### config.mk
export PLATFORM = sky130hd
export DESIGN_NAME = seg7_scan_driver
export DESIGN_NICKNAME = d
export VERILOG_FILES = /design/src/rtl/seg7_pkg.sv /design/src/rtl/bcd_to_seg7.sv /design/src/rtl/seg7_scan_driver.sv
export SDC_FILE = /design/constraint.sdc
export NUM_CORES = 1
export LEC_CHECK = 0
export CORE_MARGIN = 1.5
export CORE_UTILIZATION = 58
export DETAILED_ROUTE_END_ITERATION = 16
export HOLD_SLACK_MARGIN = 0.15
export PLACE_DENSITY = 0.85
export SETUP_SLACK_MARGIN = 0.15
export SYNTH_ARGS = -nofsm -noshare
export SYNTH_HDL_FRONTEND = slang
export SYNTH_HIERARCHICAL = 1
export SYNTH_SLANG_ARGS = --single-unit
### constraint.sdc
create_clock -name clk -period 3.4 [get_ports clk]
set_input_delay 0.51 -clock clk [delete_from_list [all_inputs] [get_ports clk]]
set_output_delay 0.51 -clock clk [all_outputs]
set_load 0.1 [all_outputs]
### src/rtl/seg7_pkg.sv
// ----------------------------------------------------------------------------
// seg7_pkg
// Shared types and constants for the seven-segment scan driver.
//   seg7_t         : segment vector, bit6 = a .. bit0 = g, active-low
//   SEG7_BLANK     : all segments off
//   BCD_BLANK      : digit code that decodes to all segments off
//   DIGIT_PATTERNS : segment patterns for codes 0..9
// ----------------------------------------------------------------------------
package seg7_pkg;

  typedef logic [6:0] seg7_t;

  localparam seg7_t      SEG7_BLANK = 7'b1111111;
  localparam logic [3:0] BCD_BLANK  = 4'hF;

  // Index 0 is the leftmost entry.
  localparam seg7_t DIGIT_PATTERNS [10] = '{
    7'b0000001,  // 0
    7'b1001111,  // 1
    7'b0010010,  // 2
    7'b0000110,  // 3
    7'b1001100,  // 4
    7'b0100100,  // 5
    7'b0100000,  // 6
    7'b0001111,  // 7
    7'b0000000,  // 8
    7'b0000100   // 9
  };

endpackage : seg7_pkg

### src/rtl/bcd_to_seg7.sv
// ----------------------------------------------------------------------------
// bcd_to_seg7
// Combinational decoder from a 4-bit digit code to active-low segments.
// Codes 10..15 decode to all segments off.
// Ports:
//   code : in  4-bit digit code
//   seg  : out active-low segments (bit6 = a .. bit0 = g)
// ----------------------------------------------------------------------------
module bcd_to_seg7
  import seg7_pkg::*;
(
  input  logic [3:0] code,
  output seg7_t      seg
);

  // NOTE: combinational outputs get a default before any conditional
  // assignment so no path leaves them unassigned (which would infer a latch).
  always_comb begin
    seg = SEG7_BLANK;
    if (code < 4'd10) seg = DIGIT_PATTERNS[code];
  end

endmodule : bcd_to_seg7

### src/rtl/seg7_scan_driver.sv
// ----------------------------------------------------------------------------
// seg7_scan_driver
// Time-multiplexed driver for NUM_DIGITS common-anode seven-segment digits
// with active-low anodes and cathodes. Inputs are captured once per scan
// frame into shadow registers, so a frame never mixes old and new values.
// Each digit slot starts with BLANK_CYCLES of all anodes off to avoid ghosting.
//
// Optional build macro: SEG7_LEADING_ZERO_BLANK_EN
//   defined   : leading zero digits (above digit 0) are blanked at capture
//   undefined : digits shown exactly as captured
//
// Ports:
//   clk        : in  system clock
//   reset      : in  synchronous, active-high reset
//   bcd_in     : in  digit i on [4i+3:4i], digit 0 rightmost
//   dp_in      : in  decimal point per digit, active-high
//   digit_en   : in  1 = digit displayed, 0 = dark
//   anode      : out active-low digit select, anode[i] drives digit i
//   cathode    : out active-low segments, bit6 = a .. bit0 = g
//   dp_n       : out active-low decimal point
//   frame_done : out one-cycle pulse after the last digit slot ends
// ----------------------------------------------------------------------------
module seg7_scan_driver
  import seg7_pkg::*;
#(
  parameter int NUM_DIGITS   = 4,
  parameter int REFRESH_DIV  = 100000,
  parameter int BLANK_CYCLES = 2
) (
  input  logic                    clk,
  input  logic                    reset,
  input  logic [4*NUM_DIGITS-1:0] bcd_in,
  input  logic [NUM_DIGITS-1:0]   dp_in,
  input  logic [NUM_DIGITS-1:0]   digit_en,
  output logic [NUM_DIGITS-1:0]   anode,
  output seg7_t                   cathode,
  output logic                    dp_n,
  output logic                    frame_done
);

  localparam int CNT_W = (REFRESH_DIV > 1) ? $clog2(REFRESH_DIV) : 1;
  localparam int IDX_W = (NUM_DIGITS  > 1) ? $clog2(NUM_DIGITS)  : 1;

  localparam logic [CNT_W-1:0] CNT_LAST  = CNT_W'(REFRESH_DIV - 1);
  localparam logic [CNT_W-1:0] BLANK_END = CNT_W'(BLANK_CYCLES);
  localparam logic [IDX_W-1:0] IDX_LAST  = IDX_W'(NUM_DIGITS - 1);

  // Scan state
  logic [CNT_W-1:0] cnt;
  logic [IDX_W-1:0] idx;
  logic             prime;

  // Per-frame shadow copies of the inputs
  logic [4*NUM_DIGITS-1:0] shadow_bcd;
  logic [NUM_DIGITS-1:0]   shadow_dp;
  logic [NUM_DIGITS-1:0]   shadow_en;

  logic tick;
  logic last_slot;
  logic snap;

  assign tick      = (cnt == CNT_LAST);
  assign last_slot = (idx == IDX_LAST);
  // A tick at the frame boundary coinciding with prime still yields one capture.
  assign snap      = prime || (tick && last_slot);

  // Digit codes as they will be stored at the next capture.
  logic [4*NUM_DIGITS-1:0] snap_bcd;

`ifdef SEG7_LEADING_ZERO_BLANK_EN
  // Walk from the most significant digit down; a zero stays blank until an
  // enabled non-zero digit has been seen. Digit 0 is always shown.
  logic zeros_above;

  always_comb begin
    snap_bcd    = bcd_in;
    zeros_above = 1'b1;
    for (int i = NUM_DIGITS - 1; i > 0; i--) begin
      if (bcd_in[4*i +: 4] == 4'd0) begin
        if (zeros_above) snap_bcd[4*i +: 4] = BCD_BLANK;
      end else if (digit_en[i]) begin
        zeros_above = 1'b0;
      end
    end
  end
`else
  assign snap_bcd = bcd_in;
`endif

  // Current digit selected from the shadow copy.
  logic [3:0] cur_code;
  logic       cur_en;
  logic       cur_dp;
  seg7_t      cur_seg;

  assign cur_code = shadow_bcd[{idx, 2'b00} +: 4];
  assign cur_en   = shadow_en[idx];
  assign cur_dp   = shadow_dp[idx];

  bcd_to_seg7 u_decode (
    .code (cur_code),
    .seg  (cur_seg)
  );

  // Next anode pattern: at most one low bit, none during the blanking gap.
  logic [NUM_DIGITS-1:0] anode_nxt;

  always_comb begin
    anode_nxt = '1;
    if ((cnt >= BLANK_END) && cur_en) anode_nxt[idx] = 1'b0;
  end

  // NOTE: every register here uses non-blocking assignment so all state
  // updates see the pre-edge values, independent of statement order.
  always_ff @(posedge clk) begin
    if (reset) begin
      cnt        <= '0;
      idx        <= '0;
      prime      <= 1'b1;
      // NOTE: the shadow registers are reset explicitly because the display
      // must stay dark until the first capture after reset.
      shadow_bcd <= {NUM_DIGITS{BCD_BLANK}};
      shadow_dp  <= '0;
      shadow_en  <= '0;
      anode      <= '1;
      cathode    <= SEG7_BLANK;
      dp_n       <= 1'b1;
      frame_done <= 1'b0;
    end else begin
      cnt   <= tick ? '0 : cnt + 1'b1;
      prime <= 1'b0;

      if (tick) idx <= last_slot ? '0 : idx + 1'b1;

      if (snap) begin
        shadow_bcd <= snap_bcd;
        shadow_dp  <= dp_in;
        shadow_en  <= digit_en;
      end

      frame_done <= tick && last_slot;

      // Outputs reflect the cnt/idx/shadow of this cycle, one cycle later.
      anode   <= anode_nxt;
      cathode <= cur_en ? cur_seg : SEG7_BLANK;
      dp_n    <= ~(cur_dp & cur_en);
    end
  end

endmodule : seg7_scan_driver
### Yosys cells after proc, flatten, opt, wreduce, memory -nomap -nowiden

Memories as Yosys holds them, arrays and structs flattened. A register that Yosys moved wholly into a read port is not among the register bits.
Cells that the tools add are included.

* register bits: 50
* input bits: 26
* logic and storage cells: 41
* output and inout port bits: 13
* memory bits (read-only): 112
* memories kept: 1

* shifts and indexed selects: 1
* mux-type cells: 8
* reductions and logical operators: 7
* bitwise operators: 7
* $lt $le $gt $ge: 4
* add/subtract/negate cells: 2
* equality and inequality tests: 2

Memories
* (name not given): depth 16, bits a word 7, read ports 1, clocked after Yosys merged registers in 1, wr ports 0, RTL line bcd_to_seg7.sv:20 `if (code < 4'd10) seg = DIGIT_PATTERNS[code];`

Operator list (number)
* adder 17 x 1 -> 17 bit (second input constant): 1
* == test 17 bit (second input constant): 1
* >= comparator 17 x 2 -> 1 bit (second input constant): 1
* indexed part select 16 x 5 -> 4 bit: 1
* NOT 4 -> 5 bit: 1
* binary-select mux 1 bit (select 2 bit): 2
* < comparator 4 bit (second input constant): 1
* 2-to-1 mux 1 bit: 4
* NOT 1 bit: 4
* NOT 4 bit: 1
* OR reduction 2 bit: 2
* logical AND 1 bit: 3
* < comparator 2 x 3 -> 1 bit (second input constant): 1
* OR reduction 3 bit: 1
* adder 2 x 1 -> 2 bit (second input constant): 1
* demux 1 bit (select 2 bit): 1
* == test 2 bit (second input constant): 1
* >= comparator 2 x 1 -> 1 bit (second input constant): 1
* 2-to-1 mux 2 bit: 1
* AND 1 bit: 1
* logical OR 1 bit: 1

### Logic depth before layout (Yosys ltp)

Gate-level depths: netlist of the first run.

* depth after elaboration: 5
* depth in mapped cells: 8
* mapped depth without buffers: 7

### Cells and area by module

Netlist of the first run, hierarchy kept.

By module, submodules not included
* seg7_scan_driver: sequential area each 1141.1 um^2, cells each 249, instances 1, area an instance 2432.3 um^2
* bcd_to_seg7: sequential area each 0.0 um^2, cells each 30, instances 1, area an instance 197.7 um^2

### Worst setup path before layout of the first run

Ideal clock, no wire load.

* kind: flip-flop to flip-flop
* start: register idx[0]
* end: register cathode[6]
* stages on the path, launching flop included: 8
* slack: 1.061 ns
* required time: 3.277 ns
* data arrival time: 2.216 ns
* clock period less this slack: 2.339 ns
* path buffers: 1
* setup time: 0.123 ns
* path through: dfxtp_1 -> clkbuf_1 -> mux4_2 -> ha_1 -> or2_1 -> a21oi_2 -> nor2_1 -> or2_2

* cells in the longest elaborated chain, start to end: 4
* elaborated cells on any way between the ends: 8
* those cells by class: order compare (1); shift (1); mux (2); bitwise (3); reduce/logical (1)

Ends and longest elaborated chain
* start, declared: RTL line seg7_scan_driver.sv:50 `logic [IDX_W-1:0] idx;`
* start signal, assigned: RTL line seg7_scan_driver.sv:133 `if (tick) idx <= last_slot ? '0 : idx + 1'b1;`
* indexed part select 16 x 5 -> 4 bit (*): RTL line seg7_scan_driver.sv:96 `assign cur_code = shadow_bcd[{idx, 2'b00} +: 4];`
* named net cur_code[0]: RTL line seg7_scan_driver.sv:91 `logic [3:0] cur_code;`
* < comparator 4 bit: RTL line bcd_to_seg7.sv:20
* NOT 1 bit (no line)
* OR reduction 3 bit (no line)
* end, declared: RTL line seg7_scan_driver.sv:36 `output seg7_t cathode,`

The timed path passes the listed nets; every way through them passes the cells marked *. The select of a mux whose other input is x is not followed.
A chain may end at the register's enable or synchronous reset.

### Final worst setup path of the first run

Ends and elaborated chain as after synthesis.

==> results of run 1 <==
[final cells by class]
cell class                      count  area [um^2]  share of cell area [%]
Multi-Input combinational cell    198         1400                    43.3
Sequential cell                    57         1140                    35.4
Timing Repair Buffer               40          395                    12.3
Clock buffer                       12          155                    4.81
Tap cell                           52         65.1                    2.02
Clock inverter                      3         40.0                    1.24
Inverter                            9         33.8                    1.05
[metrics by stage]
stage	utilization, %	cells	setup WS (ns)
after floorplan	-	279	1.06
after global placement	69.6	356	1.12
after detailed placement	69.6	356	1.07
after CTS	74.1	371	1.04
after global routing	74.1	371	0.918
final	74.1	371	1.04
[Yosys cell counts]
master	count	area, um^2
sky130_fd_sc_hd__nand3_1	8	40.0
sky130_fd_sc_hd__a32oi_1	1	8.76
sky130_fd_sc_hd__nor2_1	51	191
sky130_fd_sc_hd__nand4_1	5	31.3
sky130_fd_sc_hd__a31oi_2	1	12.5
sky130_fd_sc_hd__buf_2	4	20.0
sky130_fd_sc_hd__mux4_2	6	135
sky130_fd_sc_hd__a21oi_2	1	8.76
sky130_fd_sc_hd__nor4_1	3	18.8
sky130_fd_sc_hd__a31oi_1	3	18.8
sky130_fd_sc_hd__o21ai_0	6	30.0
sky130_fd_sc_hd__xor2_1	7	61.3
sky130_fd_sc_hd__and3_1	3	18.8
sky130_fd_sc_hd__or4_1	3	22.5
sky130_fd_sc_hd__nand2_1	10	37.5
sky130_fd_sc_hd__nor4b_1	1	8.76
sky130_fd_sc_hd__or2_1	1	6.26
sky130_fd_sc_hd__or2_2	7	43.8
sky130_fd_sc_hd__nand2b_1	20	125
sky130_fd_sc_hd__xnor2_1	6	52.6
sky130_fd_sc_hd__a21o_1	1	7.51
sky130_fd_sc_hd__o31ai_1	1	7.51
sky130_fd_sc_hd__nor3_1	2	10.0
sky130_fd_sc_hd__ha_1	11	138
sky130_fd_sc_hd__mux2i_1	24	240
sky130_fd_sc_hd__or4_4	2	22.5
sky130_fd_sc_hd__and4_1	2	17.5
sky130_fd_sc_hd__clkbuf_1	10	37.5
sky130_fd_sc_hd__inv_1	9	33.8
sky130_fd_sc_hd__buf_6	1	11.3
sky130_fd_sc_hd__a21oi_1	8	40.0
sky130_fd_sc_hd__nor4_2	1	12.5
sky130_fd_sc_hd__or3_1	3	18.8
sky130_fd_sc_hd__dfxtp_1	57	1140
[path summary, 6_finish.rpt]
check | from | end | slack (ns)
setup / recovery | idx[0]$_SDFFE_PP0N_ | cathode[6]$_SDFF_PP1_ | 1.04
hold / removal | cnt[0]$_SDFF_PP0_ | cnt[0]$_SDFF_PP0_ | 0.47
setup reg to reg | idx[0]$_SDFFE_PP0N_ | cathode[6]$_SDFF_PP1_ | 1.04
hold reg to reg | cnt[0]$_SDFF_PP0_ | cnt[0]$_SDFF_PP0_ | 0.47
[flip-flops by register name, summed over array words and instances (netlist names), 2 cells and up]
register	count
shadow_en	4
cnt	17
cathode	7
idx	2
shadow_bcd	16
anode	4
shadow_dp	4
[logic make-up (layout without fill, tap and decap cells)]
group | Yosys count | count (layout) | share of synthesized area (%)
compound gates | 22 | 22 | 5.09
xor+xnor | 13 | 13 | 4.33
fa+ha+maj | 11 | 11 | 5.23
buf+inv | 24 | 64 | 3.90
flops | 57 | 57 | 43.4
mux | 30 | 30 | 14.3
simple gates | 122 | 122 | 23.8
[report_power, final]
part	leakage (nW)	internal, W	switching, W	total (W)
Combinational	0.711	0.0000672	0.0000653	0.000133
Sequential	0.466	0.000692	0.0000137	0.000705
Clock	0.102	0.000371	0.000245	0.000617
[worst max-delay path: stages, from the launching register on]
cell	delay (ns)
sky130_fd_sc_hd__dfxtp_1	0.64
sky130_fd_sc_hd__mux4_2	0.63
sky130_fd_sc_hd__ha_1	0.22
sky130_fd_sc_hd__or2_1	0.24
sky130_fd_sc_hd__a21oi_2	0.16
sky130_fd_sc_hd__nor2_1	0.06
sky130_fd_sc_hd__or2_2	0.28
[layer usage]
| layer | global-route usage, % | wire [um] |
|---|---|---|
| met1 | 26.2 | 2200 |
| met2 | 37.7 | 2360 |
| met3 | 8.66 | 246 |
| met4 | 7.69 | 90 |
| met5 | 0 | 0 |
==> metrics.txt, run 1 <==
result of the run complete, no violations; dpl hpwl 3480 um; commonest cells after routing, fill and taps aside sky130_fd_sc_hd__dfxtp_1 (57), sky130_fd_sc_hd__nor2_1 (51), sky130_fd_sc_hd__clkdlybuf4s50_1 (38), sky130_fd_sc_hd__mux2i_1 (24), sky130_fd_sc_hd__nand2b_1 (20); Port Buf Inserts 38; flip-flop and latch count after synthesis 57; total inserted antenna cells 0; yosys synthesis warning count 6; crit path capture type register; share of layout cells above drive strength 1 10.7%; highest net fanout along the worst path 11; fillers 309; Post-CTS Resized 0; setup repair after global routing missed its margin no; sum of overflow across all layers after global routing 0; Skew-Pair Late Insertion Delay 0.34 ns; Sum Neg Setup Slack 0 ns; setup-violating endpoint count in the final report 0; Post-route DRC 0; Clock Skews 0.00860 ns; Worst Max-Slew Pin Slew 0.966 ns; count of antenna-violating nets left after detailed routing 0; Post-Synthesis Cell Area 2630 um^2; hold depth 1; Area growth, synth to finish 22.6%; global-route usage over all layers 22.5%; most common cell after layout, fill and taps aside sky130_fd_sc_hd__dfxtp_1; Post-layout nets 352; power per unit of standard cell area 451 nW/um^2; Std-Cell Rows 24; Post-Synthesis Net Count 316; wire per inst 13.2 um; register area share after synthesis 43.4%; tightest slew margin relative to the limit 35.4%; number of buffers added by the clock tree synthesis step 9; Required @ worst endpoint 3.62 ns; startpoint type of the worst setup path register; number of cells traversed by the worst register-to-register path 6; First-pass DRT Iterations 5; number of vias after detailed routing 2,006; FMAX 424 MHz; crit path time final 2.36 ns; type of the worst min-delay path reg2reg; total clock sinks 57; hold buffer count at CTS 0; vias per inst 5.41; starting utilization of the core area 60.4%; global-route wire length before repair 8680 um; horizontal die dimension 70.3 um; critical setup path kind reg2reg; CTS tree done; buffers inserted during post-CTS setup optimization 0; global placement routability congestion 0.810; cell area reported after detailed placement 3030 um^2; area of the core 4350 um^2; number of failing hold endpoints at the final stage 0; CTS Buffer Depth 2; Boundary Pins 39; antenna violations before repair 0; Post-Synthesis Cells 279; WP data arrival 2.57 ns; synthesized area per cell 9.43 um^2; total of max-cap violations 0; total wire length 4900 um; number of global-route vias before repair 1,979; number of unique standard cell types used by synthesis 34; die extent in y 70.3 um; pin count of the biggest net entering global routing 39; Layout Cell Area excl Fill 3230 um^2; CTS H-tree depth 3; clock root buffer sky130_fd_sc_hd__clkbuf_8; initial detailed-routing violation count 115; total die area 4950 um^2; clock transition at the registers of the reported paths 0.06 ns; fin crit share 69.3%; number of slew-limit violations in the final report 0; final-layout worst hold slack 0.469 ns; total power of the final layout 0.00145 W; leak pwr 1.28 nW; VDD IR max 0.000344 V
Power figures use the tool's default switching activity.
==> run 2, diff against run 1 <==
--- a/config.mk
+++ b/config.mk
@@ -6,10 +6,10 @@
 export NUM_CORES = 1
 export LEC_CHECK = 0
 export CORE_MARGIN = 1.5
-export CORE_UTILIZATION = 58
+export CORE_UTILIZATION = 48
 export DETAILED_ROUTE_END_ITERATION = 16
 export HOLD_SLACK_MARGIN = 0.15
-export PLACE_DENSITY = 0.85
+export PLACE_DENSITY = 0.75
 export SETUP_SLACK_MARGIN = 0.15
 export SYNTH_ARGS = -nofsm -noshare
 export SYNTH_HDL_FRONTEND = slang
==> constraint.sdc (replaced) <==
create_clock -name clk -period 2.1 [get_ports clk]
set_input_delay 0.315 -clock clk [delete_from_list [all_inputs] [get_ports clk]]
set_output_delay 0.315 -clock clk [all_outputs]
set_load 0.1 [all_outputs]
==> run 2 against run 1 <==
Compared with the run above:
- fmax rose by 16%
- setup slack got worse by 0.98 ns
- clock skew barely moved
- die area rose by 20%
- critical path depth fell by 2
- final area rose by 5.2%
- sequential power rose by 62%
- clock power rose by 35%
- largest power group unchanged
==> metrics.txt, run 2 (synthesized netlist as in run 1, its figures left out) <==
leading registers by flop count cnt (17), shadow_bcd (16), cathode (7); total inserted antenna cells 0 (unchanged); Switching Share 25.1% (+2.8 points); Internal 0.00167 W (+48%); Boundary Pins 39 (unchanged); total die area 5930 um^2 (+20%); number of global-route vias before repair 1,990 (+0.56%); VDD IR max 0.000349 V (+1.6%); crit path capture type register; wire per inst 13.6 um (+3.0%); Area growth, synth to finish 29.0%; starting utilization of the core area 50.5% (-9.9 points); hold path startpoint cnt[0]$_SDFF_PP0_; global-route usage over all layers 19.1% (-3.5 points); fin worst setup slack 0.0643 ns (-0.979 ns); portion of total power attributed to combinational logic 11.3% (+2.2 points); setup repair after global routing missed its margin yes; First-pass DRT Iterations 4 (-1); total wire length 5450 um (+11%); hold depth 1 (unchanged); CTS Buffer Depth 2 (unchanged); number of cells traversed by the worst register-to-register path 4 (-2); commonest cells after routing, fill and taps aside sky130_fd_sc_hd__dfxtp_1 (54), sky130_fd_sc_hd__nor2_1 (50), sky130_fd_sc_hd__clkdlybuf4s50_1 (25), sky130_fd_sc_hd__mux2i_1 (24), sky130_fd_sc_hd__buf_4 (22); number of failing hold endpoints at the final stage 0 (unchanged); startpoint type of the worst setup path register; most frequent cell on the critical path sky130_fd_sc_hd__or4_4; Post-route DRC 0 (unchanged); critical setup path kind reg2reg; area of the core 5200 um^2 (+20%); worst setup slack before clock tree synthesis 0.0815 ns (-0.988 ns); count of antenna-violating nets left after detailed routing 0 (unchanged); tightest slew margin relative to the limit 75.8% (+40 points); final-layout worst hold slack 0.465 ns (-0.00412 ns); number of flip-flops under the largest register name 17 (unchanged); vias per inst 5.17 (-4.4%); WP data arrival 2.30 ns (-0.27 ns); global-route wire length before repair 8940 um (+3.0%); antenna violations before repair 0 (unchanged); count of buffer and inverter cells on the critical path 0 (unchanged); global placement routability congestion 0.826 (+1.9%); largest register by flop count cnt; CTS tree done; fin crit share 96.9% (+28 points); endpoint of the worst hold path cnt[0]$_SDFF_PP0_; number of slew-limit violations in the final report 0 (unchanged); initial detailed-routing violation count 91 (-21%); Std-Cell Rows 26 (+8.3%); fillers 440 (+42%); hold buffer count at CTS 0 (unchanged); leak pwr 1.34 nW (+4.6%); die extent in y 77.0 um (+9.5%); number of vias after detailed routing 2,072 (+3.3%); Reg power frac 51.2% (+2.7 points); Worst Max-Slew Pin Slew 0.360 ns (-0.606 ns); horizontal die dimension 77.0 um (+9.5%); peak per-stage delay on the critical path 0.54 ns (-0.10 ns); launching point of the worst reg2reg path cnt[11]$_SDFF_PP0_; Sum Neg Setup Slack 0 ns (unchanged); dpl hpwl 3550 um (+2.1%); flop-to-flop setup slack 0.06 ns (-0.98 ns); Port Buf Inserts 38 (unchanged); clock power share 37.5% (-4.9 points); most common cell after layout, fill and taps aside sky130_fd_sc_hd__dfxtp_1; Required @ worst endpoint 2.36 ns (-1.26 ns); crit path time final 2.04 ns (-0.321 ns); slowest library cell on the worst path sky130_fd_sc_hd__or4_4; cells along the critical path or4_4 -> or4_4 -> or4_4 -> a21oi_2; power spent charging and discharging nets 0.000558 W (+72%); end of the worst register-to-register path idx[0]$_SDFFE_PP0N_; type of the worst min-delay path reg2reg; setup-violating endpoint count in the final report 0 (unchanged); total of max-cap violations 0 (unchanged); clock transition at the registers of the reported paths 0.07 ns (about the same); Skew-Pair Late Insertion Delay 0.33 ns (about the same); sum of overflow across all layers after global routing 0 (unchanged); CTS H-tree depth 3 (unchanged); Clock Skews 0.00873 ns (+0.000129 ns); result of the run complete, no violations; total power of the final layout 0.00223 W (+53%); FMAX 491 MHz (+16%); pin count of the biggest net entering global routing 54 (+38%); number of buffers added by the clock tree synthesis step 9 (unchanged); clock root buffer sky130_fd_sc_hd__clkbuf_8; total clock sinks 57 (unchanged); share of layout cells above drive strength 1 21.8% (+11 points); power per unit of standard cell area 657 nW/um^2 (+46%); utilization of the core after routing 65.2% (-8.9 points); highest net fanout along the worst path 4 (-7); cell class contributing the biggest share of worst-path delay simple AND/OR/NAND/NOR gates; Post-layout nets 363 (+3.1%)
-- run 2: final cells by class --
type	instances	area, um^2	share of cell area [%]
multi-input cells	198	1460	43.0
flip-flops and latches	57	1150	33.8
repair buffers	51	505	14.9
clock buffers	12	135	3.98
well taps	70	87.6	2.58
inverters	9	36.3	1.07
clock inverters	4	20.0	0.590
-- run 2: per-stage QoR --
stage / std cells / instance area [um^2]
global placement: 381 / 3100
detailed placement: 381 / 3100
CTS: 398 / 3270
finish: 401 / 3390
global route: 401 / 3390
floorplan: 279 / 2650
-- run 2: what timing repair did --
action / CTS / global route
setup buffers: 1 / 1
gates resized for setup: 2 / 17
cloned: 0 / 2
pin swaps: 0 / 8
setup endpoints to repair: 5 / 18
-- run 2: worst max path at each step --
stage,start,to,slack (ns),cells after the start
2_1_floorplan,cnt[0]$_SDFF_PP0_,shadow_bcd[0]$_SDFFE_PP1P_,0.09,7
3_3_place_gp,cnt[11]$_SDFF_PP0_,idx[0]$_SDFFE_PP0N_,0.12,4
3_5_place_dp,cnt[11]$_SDFF_PP0_,idx[0]$_SDFFE_PP0N_,0.08,4
4_1_cts,cnt[11]$_SDFF_PP0_,idx[0]$_SDFFE_PP0N_,0.08,4
5_1_grt,cnt[11]$_SDFF_PP0_,idx[0]$_SDFFE_PP0N_,0.03,4
6_report,cnt[11]$_SDFF_PP0_,idx[0]$_SDFFE_PP0N_,0.06,4
-- run 2: routing by layer --
metal	routed length, um	GRT usage, %	vias to the layer above
met5	0	0	-
li1	-	-	1048
met1	2570	23.7	964
met2	2540	30.6	50
met3	260	5.83	10
met4	89	8.00	0
-- run 2: power groups by stage --
stage               logic (W)  registers [W]  clock network, W
finish               0.000251        0.00114          0.000836
global route         0.000273        0.00114          0.000918
CTS                  0.000226        0.00114          0.000842
detailed placement   0.000222        0.00116                 0
global placement     0.000219        0.00116                 0
floorplan            0.000127        0.00117                 0
